**config.mk**
```make
export PLATFORM = sky130hd
export DESIGN_NAME = instr_fetch
export DESIGN_NICKNAME = d
export VERILOG_FILES = /design/src/rtl/cpu_pkg.sv /design/src/rtl/next_pc_calc.sv /design/src/rtl/instr_fetch.sv
export SDC_FILE = /design/constraint.sdc
export NUM_CORES = 1
export LEC_CHECK = 0
export BUFFER_PORTS_ARGS = -buffer_cell sky130_fd_sc_hd__buf_2
export CORE_MARGIN = 4
export CORE_UTILIZATION = 50
export DETAILED_ROUTE_END_ITERATION = 8
export PLACE_DENSITY = 0.81
export REMOVE_ABC_BUFFERS = 1
export SLEW_MARGIN = 30
export SYNTH_ARGS = -nofsm -noshare
export SYNTH_HDL_FRONTEND = slang
export SYNTH_SLANG_ARGS = --single-unit
export TNS_END_PERCENT = 100
```
**constraint.sdc**
```tcl
create_clock -name clk -period 3.8 [get_ports clk]
set_input_delay 0.57 -clock clk [delete_from_list [all_inputs] [get_ports clk]]
set_output_delay 0.57 -clock clk [all_outputs]
set_load 0.1 [all_outputs]
```
**src/rtl/cpu_pkg.sv**
```systemverilog
// -----------------------------------------------------------------------------
// cpu_pkg
// Shared definitions for the single-cycle CPU front end.
//   - fetch_state_t : 2-bit fetch FSM encoding (REQ, WAIT, EXEC, HALT)
//   - instruction field bit positions (op, rs, rt, rd, funct, jump address)
//   - DEF_RESET_PC  : default reset program counter
// No ports (package).
// -----------------------------------------------------------------------------
package cpu_pkg;

  typedef enum logic [1:0] {
    ST_REQ  = 2'd0,
    ST_WAIT = 2'd1,
    ST_EXEC = 2'd2,
    ST_HALT = 2'd3
  } fetch_state_t;

  localparam int OP_HI    = 31;
  localparam int OP_LO    = 26;
  localparam int RS_HI    = 25;
  localparam int RS_LO    = 21;
  localparam int RT_HI    = 20;
  localparam int RT_LO    = 16;
  localparam int RD_HI    = 15;
  localparam int RD_LO    = 11;
  localparam int FUNCT_HI = 5;
  localparam int FUNCT_LO = 0;
  localparam int JADDR_HI = 25;
  localparam int JADDR_LO = 0;

  localparam logic [31:0] DEF_RESET_PC = 32'h0000_0000;

endpackage : cpu_pkg

```
**src/rtl/next_pc_calc.sv**
```systemverilog
// -----------------------------------------------------------------------------
// next_pc_calc
// Combinational next-PC selection: sequential, branch and jump targets.
// Priority: jump > branch (PCSrc) > sequential. All sums wrap modulo 2^32.
// Ports:
//   i_pc        in  32  address of the current instruction
//   i_instr     in  32  current instruction (jump target field used)
//   i_imm_ext   in  32  extended immediate (branch word offset)
//   i_pcsrc     in  1   take branch
//   i_jump      in  1   take jump
//   o_pc_plus4  out 32  i_pc + 4
//   o_next_pc   out 32  selected next PC
// -----------------------------------------------------------------------------
module next_pc_calc
  import cpu_pkg::*;
(
  input  logic [31:0] i_pc,
  input  logic [31:0] i_instr,
  input  logic [31:0] i_imm_ext,
  input  logic        i_pcsrc,
  input  logic        i_jump,
  output logic [31:0] o_pc_plus4,
  output logic [31:0] o_next_pc
);

  logic        [31:0] w_pc_plus4;
  logic signed [31:0] w_imm_s;
  logic signed [31:0] w_br_off;
  logic        [31:0] w_br_tgt;
  logic        [31:0] w_j_tgt;

  assign w_pc_plus4 = i_pc + 32'd4;

  // Immediate is a signed word offset; scale to bytes.
  assign w_imm_s  = i_imm_ext;
  assign w_br_off = w_imm_s <<< 2;
  assign w_br_tgt = w_pc_plus4 + $unsigned(w_br_off);

  // Jump stays inside the 256 MB region of the sequential successor.
  assign w_j_tgt  = {w_pc_plus4[31:28], i_instr[JADDR_HI:JADDR_LO], 2'b00};

  always_comb begin
    o_next_pc = w_pc_plus4;
    if (i_jump) begin
      o_next_pc = w_j_tgt;
    end else if (i_pcsrc) begin
      o_next_pc = w_br_tgt;
    end
  end

  assign o_pc_plus4 = w_pc_plus4;

endmodule : next_pc_calc

```
**src/rtl/instr_fetch.sv**
```systemverilog
// -----------------------------------------------------------------------------
// instr_fetch
// Fetch stage: holds the PC, fetches one word per instruction over a
// req/ready handshake, presents it for a single execute cycle, then
// advances the PC from the control unit's PCWre/PCSrc/jump decision.
// A watchdog bounds the time spent waiting on memory; a halt instruction
// (PCWre = 0) parks the stage until reset.
// Ports:
//   clk, rst_n               clock, asynchronous active-low reset
//   PCWre, PCSrc, jump       control: advance / branch / jump
//   imm_ext      in  32      extended immediate
//   imem_req     out 1       fetch request (REQ/WAIT)
//   imem_addr    out 32      word-aligned fetch address (= pc)
//   imem_ready   in  1       memory data valid this cycle
//   imem_rdata   in  32      instruction word
//   instr        out 32      instruction register
//   instr_valid  out 1       execute-cycle strobe
//   op, funct    out 6       instruction fields
//   rs, rt, rd   out 5       register fields
//   pc, pc_plus4 out 32      current PC and PC + 4
//   halted       out 1       stopped by halt instruction
//   fetch_err    out 1       watchdog expired (sticky)
// -----------------------------------------------------------------------------
module instr_fetch
  import cpu_pkg::*;
#(
  parameter logic [31:0] RESET_PC = DEF_RESET_PC,
  parameter int unsigned MAX_WAIT = 16,
  parameter int unsigned CNT_W    = 8
) (
  input  logic        clk,
  input  logic        rst_n,
  input  logic        PCWre,
  input  logic        PCSrc,
  input  logic        jump,
  input  logic [31:0] imm_ext,
  output logic        imem_req,
  output logic [31:0] imem_addr,
  input  logic        imem_ready,
  input  logic [31:0] imem_rdata,
  output logic [31:0] instr,
  output logic        instr_valid,
  output logic [5:0]  op,
  output logic [5:0]  funct,
  output logic [4:0]  rs,
  output logic [4:0]  rt,
  output logic [4:0]  rd,
  output logic [31:0] pc,
  output logic [31:0] pc_plus4,
  output logic        halted,
  output logic        fetch_err
);

  localparam logic [31:0]      PC_INIT  = {RESET_PC[31:2], 2'b00};
  localparam logic [CNT_W-1:0] WAIT_LIM = CNT_W'(MAX_WAIT);

  fetch_state_t     r_state;
  fetch_state_t     w_state_nxt;
  logic [31:0]      r_pc;
  logic [31:0]      r_instr;
  logic [CNT_W-1:0] r_cnt;
  logic             r_halted;
  logic             r_fetch_err;

  logic [31:0]      w_next_pc;
  logic [31:0]      w_pc_plus4;
  logic [CNT_W-1:0] w_cnt_plus1;
  logic             w_req;
  logic             w_valid;
  logic             w_ld_instr;
  logic             w_ld_pc;
  logic             w_cnt_clr;
  logic             w_cnt_inc;
  logic             w_set_halt;
  logic             w_set_err;

  next_pc_calc u_next_pc (
    .i_pc       (r_pc),
    .i_instr    (r_instr),
    .i_imm_ext  (imm_ext),
    .i_pcsrc    (PCSrc),
    .i_jump     (jump),
    .o_pc_plus4 (w_pc_plus4),
    .o_next_pc  (w_next_pc)
  );

  assign w_cnt_plus1 = r_cnt + CNT_W'(1);

  // ---- FSM: state register ----
  always_ff @(posedge clk or negedge rst_n) begin
    if (!rst_n) begin
      r_state <= ST_REQ;
    end else begin
      r_state <= w_state_nxt;
    end
  end

  // ---- FSM: next state and per-state actions ----
  always_comb begin
    w_state_nxt = r_state;
    w_req       = 1'b0;
    w_valid     = 1'b0;
    w_ld_instr  = 1'b0;
    w_ld_pc     = 1'b0;
    w_cnt_clr   = 1'b0;
    w_cnt_inc   = 1'b0;
    w_set_halt  = 1'b0;
    w_set_err   = 1'b0;
    unique case (r_state)
      ST_REQ: begin
        w_req = 1'b1;
        if (imem_ready) begin
          w_ld_instr  = 1'b1;
          w_state_nxt = ST_EXEC;
        end else begin
          w_cnt_clr   = 1'b1;
          w_state_nxt = ST_WAIT;
        end
      end
      ST_WAIT: begin
        w_req = 1'b1;
        if (imem_ready) begin
          w_ld_instr  = 1'b1;
          w_state_nxt = ST_EXEC;
        end else begin
          w_cnt_inc = 1'b1;
          // Incremented count equals the number of WAIT cycles spent so far.
          if ((MAX_WAIT != 0) && (w_cnt_plus1 == WAIT_LIM)) begin
            w_set_err   = 1'b1;
            w_state_nxt = ST_HALT;
          end
        end
      end
      ST_EXEC: begin
        w_valid = 1'b1;
        if (PCWre) begin
          w_ld_pc     = 1'b1;
          w_state_nxt = ST_REQ;
        end else begin
          w_set_halt  = 1'b1;
          w_state_nxt = ST_HALT;
        end
      end
      ST_HALT: begin
        w_state_nxt = ST_HALT;
      end
      default: begin
        w_state_nxt = ST_REQ;
      end
    endcase
  end

  // ---- Datapath and status registers ----
  always_ff @(posedge clk or negedge rst_n) begin
    if (!rst_n) begin
      r_pc        <= PC_INIT;
      r_instr     <= '0;
      r_cnt       <= '0;
      r_halted    <= 1'b0;
      r_fetch_err <= 1'b0;
    end else begin
      if (w_ld_pc) begin
        r_pc <= w_next_pc;
      end
      if (w_ld_instr) begin
        r_instr <= imem_rdata;
      end
      if (w_cnt_clr) begin
        r_cnt <= '0;
      end else if (w_cnt_inc) begin
        r_cnt <= w_cnt_plus1;
      end
      if (w_set_halt) begin
        r_halted <= 1'b1;
      end
      if (w_set_err) begin
        r_fetch_err <= 1'b1;
      end
    end
  end

  // ---- Outputs ----
  // The state register resets to REQ, so the request is also gated by
  // rst_n to keep the bus quiet for the whole time reset is held.
  assign imem_req    = w_req & rst_n;
  assign instr_valid = w_valid & rst_n;
  assign imem_addr   = r_pc;
  assign pc          = r_pc;
  assign pc_plus4    = w_pc_plus4;
  assign instr       = r_instr;
  assign op          = r_instr[OP_HI:OP_LO];
  assign funct       = r_instr[FUNCT_HI:FUNCT_LO];
  assign rs          = r_instr[RS_HI:RS_LO];
  assign rt          = r_instr[RT_HI:RT_LO];
  assign rd          = r_instr[RD_HI:RD_LO];
  assign halted      = r_halted;
  assign fetch_err   = r_fetch_err;

endmodule : instr_fetch
```
==> summary.md <==
| Metric | Value |
|---|---|
| Most common cell in the synthesized netlist | nand2_1 |
| Setup crit end kind | flip-flop |
| Gpl congestion | between 0.9 and 1 |
| WP data required | 3.98 ns |
| First drt pass iteration count | 6 |
| Vias per cell | between 5 and 6 |
| Final setup violation count | 0 |
| Grt met2 use | 0.4068 |
| CTS Root Cell | clkbuf_16 |
| Simple-Gate Fraction of Synth Area | 0.1649 |
| Routed Antenna Nets | 0 |
| H-tree Lvls | 3 |
| Cell area after synthesis | between 6000 and 7000 sq um |
| Worst-Skew Late Latency | ~0.32 ns |
| Largest family of logic cells by synthesized area | compound AO/OA/AOI/OAI gates |
| N_diodes | 0 |
| Worst-case clock buffer depth | 2 |
| Status | completed |
| Post-synth EDFFs | 0 |
| Most used routing layer | met2 |
| Share of cells above drive strength 1 | 0.3710 |
| Post-Route WL | between 15000 and 20000 um |
| Reg2reg end | imem_addr[26] |
| Crit-path max FO | 5 |
| Slew Limit Fails | 0 |
| Seq/Total Area, Yosys | 0.3085 |
| Critical Path AT | about 3.8 ns |
| Yosys warnings | 0 |
| R2r worst-path depth | 14 |
| Total global routing track utilization | 0.2390 |
| Largest net degree at the start of global routing | between 40 and 50 |
| Asr flop ratio synth | 1.000 |
| Largest cells by area after synthesis | dfrtp_1, buf_4, ha_1 |
| Worst-margin pin slew | between 0.9 and 1 ns |
| Final TNS setup | 0 ns |
| Global-route wire length before repair | 27810 um |
| Period utilisation layout | 0.9545 |
| Post-Synthesis Cells | roughly 690 |
| Placeable Area | ~12000 sq um |
| Worst min path class | input pin to asynchronous set/reset pin |
| Via count | approximately 5700 |
| Gr ovfl total | 0 |
| Final hold vios | 0 |
| TritonCTS clock tree | yes |
| Syn Area/Cell | between 8 and 9 sq um |
| Ys flop type | dfrtp_1 |
| Nets | 972 |
| Yosys top cell area share | 0.3085 |
| Die area | approximately 14000 sq um |
| CP startpoint kind | flip-flop |
| Clock Skew | 0.009758 ns |
| Die Height | around 120 um |
| Io pins | 229 |
| CP Class | flip-flop to flip-flop |
| Clk sink count | between 70 and 80 |
| Post-synth top area cell | dfrtp_1 |
| Port-buffer cells | 220 |
| Met1 Use GR | 0.3156 |
| FF-to-FF setup slack | 0.17 ns |
| Die span in x | 117.6 um |
| Std cell rows | 39 |
| DP HPWL | 13340 um |
| CTS buffer count | 9 |
| Mux cell area share after synthesis | 0.07192 |
| RSZ-0062 raised after global routing | yes |
| DRC Markers | 0 |
| Netlist cell types | 59 |
| Clock transition at path regs | 0.06 ns |
| Worst reg2reg startpoint | imem_addr[10] |
| Register bit total from synthesis | 74 |
| Crit path time final | 3.627 ns |
| Vias in the first global route | between 5000 and 6000 |
| Max_cap viols | 0 |
| Wire length per cell | between 15 and 20 um |
| DRT iter0 DRCs | 457 |
| Post-synthesis compound-gate area fraction | 0.1935 |
| Fmax | about 0.28 GHz |
| Critical path origin | imem_addr[10] |
| Area share of fa/ha/maj cells after synthesis | 0.08047 |
| Hold-fix buffers, CTS | 0 |
| Initial Util | 0.5190 |
| GR Util met3 | 0.04517 |
| Xor/xnor cell area share of the yosys netlist | 0.07442 |
| Slew HR | 0.3743 |
| Area added between synthesis and finish | 21.18% |
| Synth cell count leaders | nand2_1, dfrtp_1, buf_4 |
| Initial antenna violation count | 0 |
per-layer routing:
layer / part of all wire / routed length [um] / vias to the layer above
li1: - / - / 2744
met5: 0 / 0 / -
met3: 0.077 / 1314 / 23
met1: 0.43 / 7297 / 2734
met2: 0.48 / 8239 / 245
met4: 0.014 / 244 / 0
area by class of cell:
cell class              count  area [sq um]
fillers                  1024          4292
clock buffers              11         242.7
well taps                 143         178.9
repair buffers            246          1299
multi-input cells         520          3598
inverters                  13         48.80
flip-flops and latches     74          1854
clock inverters             4         51.30
flip-flops by register name, indices dropped and copies added (netlist names):
| register | count |
|---|---|
| fetch_err | 1 |
| halted | 1 |
| imem_addr | 30 |
| instr | 32 |
| r_cnt | 8 |
| r_state | 2 |
through the flow:
stage	util	hold slack (ns)	instances	area, sq um	setup WS (ns)
6_report	0.6289	0.1782	1011	7273	0.1727
5_1_grt	0.6289	0.2070	1011	7273	-0.02106
4_1_cts	0.6225	0.1831	1009	7199	0.08926
3_5_place_dp	0.5971	0.4486	994	6905	0.1209
3_3_place_gp	0.5971	0.4427	994	6905	0.2244
2_1_floorplan	-	0.2744	607	5435	-2.450
critical path, stage by stage (launching register included):
cell and delay, ns:
dfrtp_1 0.47, and4_1 0.32, and3_1 0.28, and3_1 0.19, xor2_1 0.24, ha_1 0.31, nand3_1 0.10, a211oi_2 0.06
a221oi_2 0.44, o21ai_2 0.17, a31oi_4 0.25, nor4_1 0.08, a31o_2 0.21, o21ai_0 0.24, a31oi_1 0.14
layout by cell type, fill, tap and decap left out, types with 13 or more instances in the layout:
master	instances
xor2_1	22
buf_4	27
xnor2_1	25
buf_2	219
dfrtp_1	72
nand2_1	75
ha_1	36
inv_1	13
o21ai_0	48
nand3_1	22
nor2_1	44
mux2_2	33
a21oi_1	51
nand4_1	13
a21o_1	19
kinds of logic (layout without fill, tap and decap cells):
logic type	Yosys count	after routing
AND/OR/NAND/NOR	207	207
AO/OA/AOI/OAI	179	179
buffers and inverters	103	274
flip-flops	74	74
XOR/XNOR	51	51
multiplexers	39	39
adder cells (fa/ha/maj)	38	38
other	1	6
timing repair:
| action | CTS | global route |
|---|---|---|
| setup buffers | 0 | 2 |
| endpoints found under the hold margin | 0 | 0 |
| endpoints found under the setup margin | 0 | 10 |
| resized for setup | 0 | 14 |
how the worst max path moves through the flow:
stage / endpoint / slack, ns / depth (start not counted)
2_1_floorplan: imem_addr[30] / -2.45 / 14
3_3_place_gp: imem_addr[24] / 0.22 / 14
3_5_place_dp: imem_addr[24] / 0.12 / 14
4_1_cts: imem_addr[24] / 0.09 / 14
5_1_grt: imem_addr[26] / -0.02 / 14
6_report: imem_addr[26] / 0.17 / 14
Power is left out: the tool's default activity adds up to more than one toggle a clock period on the data nets, which glitch-free logic cannot reach.
